$ cat src/rtl/johnson_phase_decoder.sv
// Registers 4-bit Johnson counter codes and decodes them into a phase index and one-hot strobe.
// Also checks sequence legality, flags errors, and counts completed revolutions.
module johnson_phase_decoder #(
    parameter int REV_W = 8
) (
    input  logic             clk,
    input  logic             reset,
    input  logic             en,
    input  logic             n0,
    input  logic             n1,
    input  logic             n2,
    input  logic             n3,
    input  logic             clr_err,
    output logic [2:0]       phase,
    output logic [7:0]       onehot,
    output logic             valid,
    output logic             wrap,
    output logic [REV_W-1:0] rev_count,
    output logic             illegal,
    output logic             seq_err
);

    logic [3:0]       code;
    logic             code_legal;
    logic [2:0]       code_phase;

    logic             primed;
    logic [2:0]       phase_d;
    logic             valid_d;
    logic             primed_d;
    logic             wrap_d;
    logic [REV_W-1:0] rev_d;
    logic             ill_set;
    logic             seq_set;

    assign code = {n0, n1, n2, n3};

    always_comb begin
        code_legal = 1'b1;
        code_phase = 3'd0;
        case (code)
            4'b0000: code_phase = 3'd0;
            4'b1000: code_phase = 3'd1;
            4'b1100: code_phase = 3'd2;
            4'b1110: code_phase = 3'd3;
            4'b1111: code_phase = 3'd4;
            4'b0111: code_phase = 3'd5;
            4'b0011: code_phase = 3'd6;
            4'b0001: code_phase = 3'd7;
            default: code_legal = 1'b0;
        endcase
    end

    // NOTE: every signal gets a default before the branches so no path leaves it unassigned (no latches).
    always_comb begin
        phase_d  = phase;
        valid_d  = valid;
        primed_d = primed;
        wrap_d   = 1'b0;
        rev_d    = rev_count;
        ill_set  = 1'b0;
        seq_set  = 1'b0;
        if (en) begin
            if (!code_legal) begin
                ill_set  = 1'b1;
                valid_d  = 1'b0;
                primed_d = 1'b0;
            end else if (!primed) begin
                phase_d  = code_phase;
                valid_d  = 1'b1;
                primed_d = 1'b1;
            end else if (code_phase == phase + 3'd1) begin
                phase_d = code_phase;
                if (phase == 3'd7) begin
                    wrap_d = 1'b1;
                    rev_d  = rev_count + REV_W'(1);
                end
            end else if (code_phase != phase) begin
                // Resynchronise to the observed phase after a skip.
                seq_set = 1'b1;
                phase_d = code_phase;
            end
        end
    end

    // NOTE: state registers use non-blocking assignments so all flops update from pre-edge values.
    always_ff @(posedge clk or negedge reset) begin
        if (!reset) begin
            phase     <= 3'd0;
            valid     <= 1'b0;
            primed    <= 1'b0;
            wrap      <= 1'b0;
            rev_count <= '0;
            illegal   <= 1'b0;
            seq_err   <= 1'b0;
        end else begin
            phase     <= phase_d;
            valid     <= valid_d;
            primed    <= primed_d;
            wrap      <= wrap_d;
            rev_count <= rev_d;
            // A newly detected error outranks a same-cycle clear.
            illegal   <= ill_set | (illegal & ~clr_err);
            seq_err   <= seq_set | (seq_err & ~clr_err);
        end
    end

    assign onehot = valid ? (8'd1 << phase) : 8'd0;

endmodule

$ cat config.mk
export PLATFORM = sky130hd
export DESIGN_NAME = johnson_phase_decoder
export DESIGN_NICKNAME = d
export VERILOG_FILES = /design/src/rtl/johnson_phase_decoder.sv
export SDC_FILE = /design/constraint.sdc
export NUM_CORES = 1
export LEC_CHECK = 0
export BUFFER_PORTS_ARGS = -buffer_cell sky130_fd_sc_hd__buf_2
export CAP_MARGIN = 0
export CORE_UTILIZATION = 49
export CTS_BUF_LIST = sky130_fd_sc_hd__clkbuf_4
export CTS_CLUSTER_SIZE = 20
export DETAILED_ROUTE_END_ITERATION = 10
export PLACE_DENSITY = 0.86
export SLEW_MARGIN = 20
export SYNTH_ARGS = -nofsm -noshare
export SYNTH_HDL_FRONTEND = slang
export SYNTH_SLANG_ARGS = --single-unit
$ cat constraint.sdc
create_clock -name clk -period 2.4 [get_ports clk]
set_input_delay 0.36 -clock clk [delete_from_list [all_inputs] [get_ports clk]]
set_output_delay 0.36 -clock clk [all_outputs]
set_load 0.05 [all_outputs]
# Word level (Yosys, flattened, before mapping)
# Cells that the tools add are included.
[op_classes]
n_shift = 1
eq_ne = 12
div_mod_pow = 0
n_bitwise = 5
mul = 0
reduce_logical = 5
magnitude_cmp = 0
addsub = 2
mux = 21
[ops]
columns = ["op", "n"]
rows = [
  ["one-hot mux 3 bit (7 select lines)", 1],
  ["equality test 4 bit (second input constant)", 4],
  ["two-way mux 1 bit", 16],
  ["two-way mux 3 bit", 3],
  ["adder 8 x 1 -> 8 bit (second input constant)", 1],
  ["two-way mux 8 bit", 1],
  ["OR reduction 8 bit", 1],
  ["<< shifter 1 x 3 -> 8 bit (first input constant)", 1],
  ["AND reduction 5 bit", 1],
  ["equality test 4 x 1 -> 1 bit (second input constant)", 1],
  ["equality test 4 x 2 -> 1 bit (second input constant)", 1],
  ["equality test 4 x 3 -> 1 bit (second input constant)", 1],
  ["logical NOT 4 bit", 1],
  ["adder 3 x 1 -> 3 bit (second input constant)", 1],
  ["equality test 3 bit", 1],
  ["equality test 3 bit (second input constant)", 1],
  ["!= test 3 x 1 -> 1 bit (second input constant)", 1],
  ["!= test 3 bit", 1],
  ["AND reduction 3 bit", 1],
  ["bitwise AND 1 bit", 2],
  ["!= test 2 bit (second input constant)", 1],
  ["bitwise OR 1 bit", 2],
  ["AND reduction 2 bit", 1],
  ["inverter 1 bit", 1],
]
[word_totals]
inputBits = 8
mem_bits_ro = 0
latch_bits = 0
reg_bits = 16
mem_bits_rw = 0
mem_count = 0

# Depth between registers and ports, before layout
# Gate-level depths: netlist of the first run.
[logic_depth]
ltp_word = 9
mapped_depth = 8
depth_no_buf = 7

# Least setup slack after synthesis of the first run
# No wires, ideal clock.
[synth_path]
path_kind = "reg2reg"
startpoint = "register phase[2]"
endpoint = "register rev_count[1]"
setup_slack_ns = -0.337
path_buffers = 1
path_stages_with_launch = 9
synth_period_minus_slack_ns = 2.737
required_ns = 2.275
arrival_time_ns = 2.612
path_cell_list = "dfrtp_1 clkbuf_1 inv_1 ha_1 or3b_1 a21oi_2 o22ai_2 nor4b_4 mux2_4"
[synth_via]
elab_chain_len = 3
[synth_lines]
columns = ["element", "line", "source"]
rows = [
  ["start, declared", "14", "output logic [2:0] phase,"],
  ["start signal, assigned", "97", "phase <= phase_d;"],
  ["adder 3 x 1 -> 3 bit", "72", "end else if (code_phase == phase + 3'd1) begin"],
  ["equality test 3 bit", "72", ""],
  ["AND reduction 5 bit (no source line) *", "--", ""],
  ["end signal, assigned", "101", "rev_count <= rev_d;"],
  ["end, declared", "18", "output logic [REV_W-1:0] rev_count,"],
]
# Every way passes the cells marked *; elsewhere a longest branch is shown, timed or not.
# A chain may end at the register's enable or synchronous reset.

# Final worst setup path of the first run
[layout_path]
startpoint = "register phase[0]"
endpoint = "register rev_count[1]"
# The elaborated chain is that of the path after synthesis.

==> results.md, run 1 <==
* Fin crit period at 2.34 ns
* Area growth from synthesis to layout at 25.4%
* GRT met3 Usage at 4.17%
* TritonCTS clock tree: done
* Crit-path cells: ha_4, ha_4, or3b_1, a21oi_2, o22ai_4, nor4b_4, mux2_4
* Num CTS Buffers at 3
* Postcts setup bufs at 0
* Commonest non-fill, non-tap cell in the layout: buf_2
* Worst-Margin Slew at 0.445 ns
* PD cells at 648 mW/mm^2
* CP max stage delay at 0.50 ns
* Worst-Skew Late Latency at 0.30 ns
* Global-route wire length before repair at 4.33 mm
* Startpoint types: register
* Rows at 17
* HP Class: primary input to register
* Grt ovf at 0
* Final setup margin at 0.0627 ns
* Initial core utilization at 52.7%
* Core area at 0.00225 mm^2
* M1 GR Usage at 24.2%
* Die X at 51.2 um
* Share of the synthesized area in the top cell type at 33.7%
* Tot GR Track Use at 22.3%
* Arrival time at the worst endpoint at 2.53 ns
* N_diodes at 0
* Synth async-reset ratio at 100%
* Max-slew violations at 0
* Netlist cell types at 46
* Total power at 0.965 mW
* Detailed-router iteration count before antenna repair at 4
* Clock sinks at 16
* Grt peak-use layer: met2
* DPL Wire Length at 2.00 mm
* Ranking of synthesized cells by area: dfrtp_1 34%, ha_1 7.4%, xor2_1 5.9%
* Placer Congestion at 0.837
* Pin count of the biggest net entering global routing at 17
* PortBufs at 30
* Most Frequent Cell on Critical Path: ha_4
* Commonest non-fill, non-tap cells in the layout: 30 x buf_2, 13 x dfrtp_1, 9 x nand2_1
* Dominant cell type by area after synthesis: dfrtp_1
* Sequential share of the synthesized area at 33.7%
* Number of flops mapped to enable cells by yosys at 0
* Clk slew on worst S/H paths at 0.10 ns
* Max cap viols at 0
* Peak VDD IR at 0.000362 V
* Syn Inst Count at 122
* Crit Path Max Fanout at 5
* Net Count, Synth at 137
* Setup slack after placement at 0.0268 ns
* Ys Warns at 0
* Remaining routing DRC violations at 0
* RSZ-0062 raised after global routing: true
* # IOs at 31
* Max clock buf depth at 2
* Average size of a mapped cell at 9.73 um^2
* Detailed Route Iter0 Violations at 16
* Synth Register Bits at 16
* Die Y at 51.2 um
* Share of cells above drive strength 1 at 39.1%
* Final Hold Viols at 0
* CTS root buf: clkbuf_4
* Final #Nets at 172
* Critical path class: register to register
* Via Count at 1056
* Via-to-Cell Ratio at 5.74
* H-tree levels at 1
* Top FF cell, synth: dfrtp_1
* Status: completed
* Routed length per instance at 14.9 um
* Crit-path slowest cell: dfrtp_4
* Leak at 0.740 nW
* ANT nets after route at 0
* # setup viols final at 0
* Required @ worst endpoint at 2.59 ns
* Worst rel slew slack at 70.3%
* Netlist Area Pre-Place at 0.00119 mm^2
* Initial antenna violation count at 0
* Crit share post-route at 97.4%
* Fmax at 0.428 GHz
* Die ar. at 0.00262 mm^2
* Routed wire length at 2.75 mm
* Met2 Track Usage GR at 42.3%
* CP Capture Type: register
* Final setup skew at 0.0100 ns
* Vias in the first global route at 978
==> synthesized netlist by cell type, types with 2 or more instances <==
cell / instances
xor2_1: 8
o21a_1: 2
buf_4: 2
mux2_2: 2
nor4_1: 7
ha_1: 7
dfrtp_1: 16
o21ai_1: 2
nor2_1: 3
xnor2_1: 2
inv_1: 8
and2_1: 5
o21ai_0: 4
o22ai_1: 3
nand3b_1: 2
nand4_1: 3
and3_1: 6
a21oi_1: 4
nand2_1: 9
==> logic make-up after synthesis <==
kind of cell	synth area share [%]
and+or+nand+nor	25.5
AOI/OAI and AO/OA	16.1
DFF	33.7
buffers and inverters	5.79
xor gates and xnor gates	7.38
adders and majority gates	7.38
muxes	4.11
==> final timing paths <==
| kind | start | end | slack [ns] | depth (start not counted) |
|---|---|---|---|---|
| max | phase[0] | rev_count[1] | 0.06 | 7 |
| min | clr_err | illegal | 0.26 | 2 |
| max reg2reg | phase[0] | rev_count[1] | 0.06 | 7 |
| min reg2reg | rev_count[7] | rev_count[7] | 0.47 | 1 |
| max in group asynchronous | reset | phase[0] | 1.61 | 2 |
| min in group asynchronous | reset | rev_count[4] | 0.50 | 2 |
==> state kept, by name, indices dropped and copies added, names as in the netlist <==
name / count
wrap: 1
illegal: 1
valid: 1
rev_count: 8
phase: 3
seq_err: 1
primed: 1
==> where the power goes <==
| group | leakage, nW | switching (mW) | internal, mW |
|---|---|---|---|
| clock | 0.0154 | 0.0924 | 0.0606 |
| sequential | 0.209 | 0.0244 | 0.298 |
| combinational | 0.516 | 0.330 | 0.160 |
| total | 0.740 | 0.447 | 0.518 |
==> critical path, delay by kind of cell (launching register included) <==
kind / cells / cell delay (ns)
AND/OR/NAND/NOR: 2 / 0.69
flip-flops: 1 / 0.50
adder cells (fa/ha/maj): 2 / 0.41
multiplexers: 1 / 0.34
AO/OA/AOI/OAI: 2 / 0.29
==> layer usage <==
metal	vias up	part of all wire [%]
met3	6	4.1
met5	-	0
met4	0	1.8
met2	34	57
li1	512	-
met1	504	37
==> through the flow <==
| step | area (um^2) | setup TNS, ns | util, % | hold WS [ns] | instances |
|---|---|---|---|---|---|
| 2_1_floorplan | 1240 | -0.0918 | - | 0.0644 | 122 |
| 3_3_place_gp | 1410 | 0 | 62.4 | 0.287 | 179 |
| 3_5_place_dp | 1410 | 0 | 62.4 | 0.293 | 179 |
| 4_1_cts | 1440 | 0 | 64.0 | 0.259 | 184 |
| 5_1_grt | 1490 | -0.169 | 66.0 | 0.260 | 184 |
| 6_report | 1490 | 0 | 66.0 | 0.261 | 184 |
==> timing repair <==
item	in CTS	in global routing
endpoints found under the setup margin	0	7
hold buffers	1	0
endpoints found under the hold margin	16	0
resized for setup	0	7
==> final cells by class <==
type	instances	area (um^2)
clock buffers	3	22.5
multi-input cells	92	797
flip-flops and latches	16	407
fillers	192	766
inverters	9	33.8
clock inverters	1	3.75
well taps	28	35.0
repair buffers	35	190
Note: power is estimated with default switching activity, not from simulation.
==> inputs of run 2 (changes only) <==
- GPL_TIMING_DRIVEN: unset -> 0
==> run 2 against run 1 <==
Compared with the run above:
- the flow now finishes with violations (setup timing)
- worst setup slack lost 0.080 ns
- via count increased by 3.2%
- first-iteration DRC count decreased by 6.3%
- routed wire length up 0.15%
- critical endpoint unchanged
- largest cell class unchanged
- highest routed layer unchanged
==> results.md, run 2 (same netlist as run 1, synthesis figures left out) <==
* Max cap viols at 0 (unchanged)
* Grt ovf at 0 (unchanged)
* H-tree levels at 1 (unchanged)
* Crit share post-route at 101% (+3.3 points)
* Required @ worst endpoint at 2.58 ns (about the same)
* Fin crit period at 2.42 ns (+0.0804 ns)
* Max reg flops at 8 (unchanged)
* DP Area at 0.00142 mm^2 (+0.71%)
* Crit-path slowest cell: dfrtp_4
* NetSw at 0.452 mW (+1.2%)
* ANT nets after route at 0 (unchanged)
* Leak at 0.775 nW (+4.7%)
* Min-Delay Startpoint: clr_err
* Sequential group share of total power at 32.9% (-0.5 points)
* Top flop regs: rev_count: 8 flops, phase: 3 flops
* Initial antenna violation count at 0 (unchanged)
* N_diodes at 0 (unchanged)
* Max-slew violations at 0 (unchanged)
* Detailed Route Iter0 Violations at 15 (-1)
* PD cells at 653 mW/mm^2 (+0.77%)
* CP max stage delay at 0.51 ns (about the same)
* Arrival time at the worst endpoint at 2.60 ns (+0.07 ns)
* Vias in the first global route at 1008 (+3.1%)
* TritonCTS clock tree: done
* Routed wire length at 2.75 mm (+0.15%)
* Flop-to-flop setup slack at -0.02 ns (-0.08 ns)
* Status: complete, but fails checks
* # setup viols final at 1 (+1)
* Clock power share at 15.3% (-0.6 points)
* Final #Nets at 178 (+3.5%)
* Worst setup startpoint: phase[0]
* Via Count at 1090 (+3.2%)
* Pin count of the biggest net entering global routing at 17 (unchanged)
* Rows at 17 (unchanged)
* PortBufs at 29 (-3.3%)
* Tot GR Track Use at 22.3% (about the same)
* Global-route wire length before repair at 4.38 mm (+1.3%)
* CTS root buf: clkbuf_4
* Die X at 51.2 um (unchanged)
* Total power at 0.997 mW (+3.3%)
* Fmax at 0.414 GHz (-3.3%)
* Worst-Skew Late Latency at 0.29 ns (about the same)
* Commonest non-fill, non-tap cell in the layout: buf_2
* Max clock buf depth at 2 (unchanged)
* Startpoint types: register
* Remaining routing DRC violations at 0 (unchanged)
* DPL Wire Length at 1.98 mm (-1.1%)
* Commonest non-fill, non-tap cells in the layout: 30 x buf_2, 13 x dfrtp_1, 9 x nand2_1
* Clock sinks at 16 (unchanged)
* # IOs at 31 (unchanged)
* Final Hold Viols at 0 (unchanged)
* RSZ-0062 raised after global routing: true
* Part of the power in combinational logic at 51.8% (+1.1 points)
* Detailed-router iteration count before antenna repair at 4 (unchanged)
* Clk slew on worst S/H paths at 0.10 ns (about the same)
* Routed length per instance at 14.5 um (-3.0%)
* Die Y at 51.2 um (unchanged)
* Violated checks: setup timing
* Area growth from synthesis to layout at 28.6%
* Filler cell count in the final layout at 192 (unchanged)
* Die ar. at 0.00262 mm^2 (unchanged)
* Final setup margin at -0.0177 ns (-0.0804 ns)
* Worst r2r src: phase[0]
* Peak VDD IR at 0.000407 V (+12%)
* Crit-path cells: ha_4, ha_4, or3b_4, a21oi_4, o22ai_4, nor4b_4, mux2_4
* Crit Path Max Fanout at 7 (+2)
* HP Class: primary input to register
* Share of cells above drive strength 1 at 39.5% (+0.40 points)
* Setup slack after placement at -0.102 ns (-0.129 ns)
* Cell area after layout at 0.00153 mm^2 (+2.5%)
* Placer Congestion at 0.832 (-0.61%)
* Min Hold Slack at 0.244 ns (-0.0164 ns)
* Num CTS Buffers at 3 (unchanged)
* Top reg by flops: rev_count
* Setup TNS at -0.0177 ns (-0.0177 ns)
* Core area at 0.00225 mm^2 (unchanged)
* CP Capture Type: register
* Critical path class: register to register
* Int Pwr at 0.545 mW (+5.1%)
* Switch share at 45.3% (-0.94 points)
* Initial core utilization at 52.7% (unchanged)
* Worst-Margin Slew at 0.476 ns (+0.0313 ns)
* Via-to-Cell Ratio at 5.74 (about the same)
* Worst rel slew slack at 68.3% (-2.1 points)
* Most Frequent Cell on Critical Path: ha_4
* Final setup skew at 0.00635 ns (-0.00370 ns)
## run 2: layout make-up
cell class / count / area (um^2) / area share [%]
buffer: 5 / 45.0 / 2.95
multi-input combinational: 92 / 779 / 51.1
clock inverter: 1 / 3.75 / 0.246
tap: 28 / 35.0 / 2.30
timing repair buffer: 36 / 200 / 13.1
inverter: 9 / 33.8 / 2.21
clock buffer: 3 / 22.5 / 1.48
sequential: 16 / 407 / 26.6
## run 2: power by group through the flow
stage,clock (mW),combinational [mW],sequential [mW]
CTS,0.148,0.480,0.327
floorplan,0,0.266,0.415
global route,0.156,0.560,0.330
global placement,0,0.422,0.343
finish,0.153,0.517,0.328
detailed placement,0,0.441,0.346
## run 2: what timing repair did
| item | 4_1_cts | 5_1_grt |
|---|---|---|
| hold endpoints to repair | 16 | 0 |
| hold buffers | 1 | 0 |
| endpoints found under the setup margin | 1 | 3 |
| gates resized for setup | 2 | 3 |
| setup buffers | 2 | 4 |
| pin swaps | 1 | 4 |
## run 2: worst paths after layout
kind                                end  depth (start not counted)
min in group asynchronous  rev_count[2]                          2
max                        rev_count[1]                          7
max in group asynchronous      phase[1]                          2
max reg2reg                rev_count[1]                          7
min                             illegal                          2
min reg2reg                rev_count[7]                          1
## run 2: worst max-delay path: cells and delay by family, from the launching register on
kind                       cells  cell delay (ns)
and+or+nand+nor                2             0.76
DFF                            1             0.51
adders and majority gates      2             0.40
muxes                          1             0.33
AOI/OAI and AO/OA              2             0.30
## run 2: per-stage QoR
stage               util (%)  std cells
global route            67.7        190
detailed placement      62.8        179
CTS                     65.9        186
finish                  67.7        190
global placement        62.8        179
floorplan                  -        122
## run 2: metal layers
layer,vias to the layer above,share of wire (%),track usage [%]
met5,-,0,0
met3,6,4.2,1.79
met1,520,43,26.9
met2,39,52,42.3
met4,0,1.1,5.86
li1,525,-,-
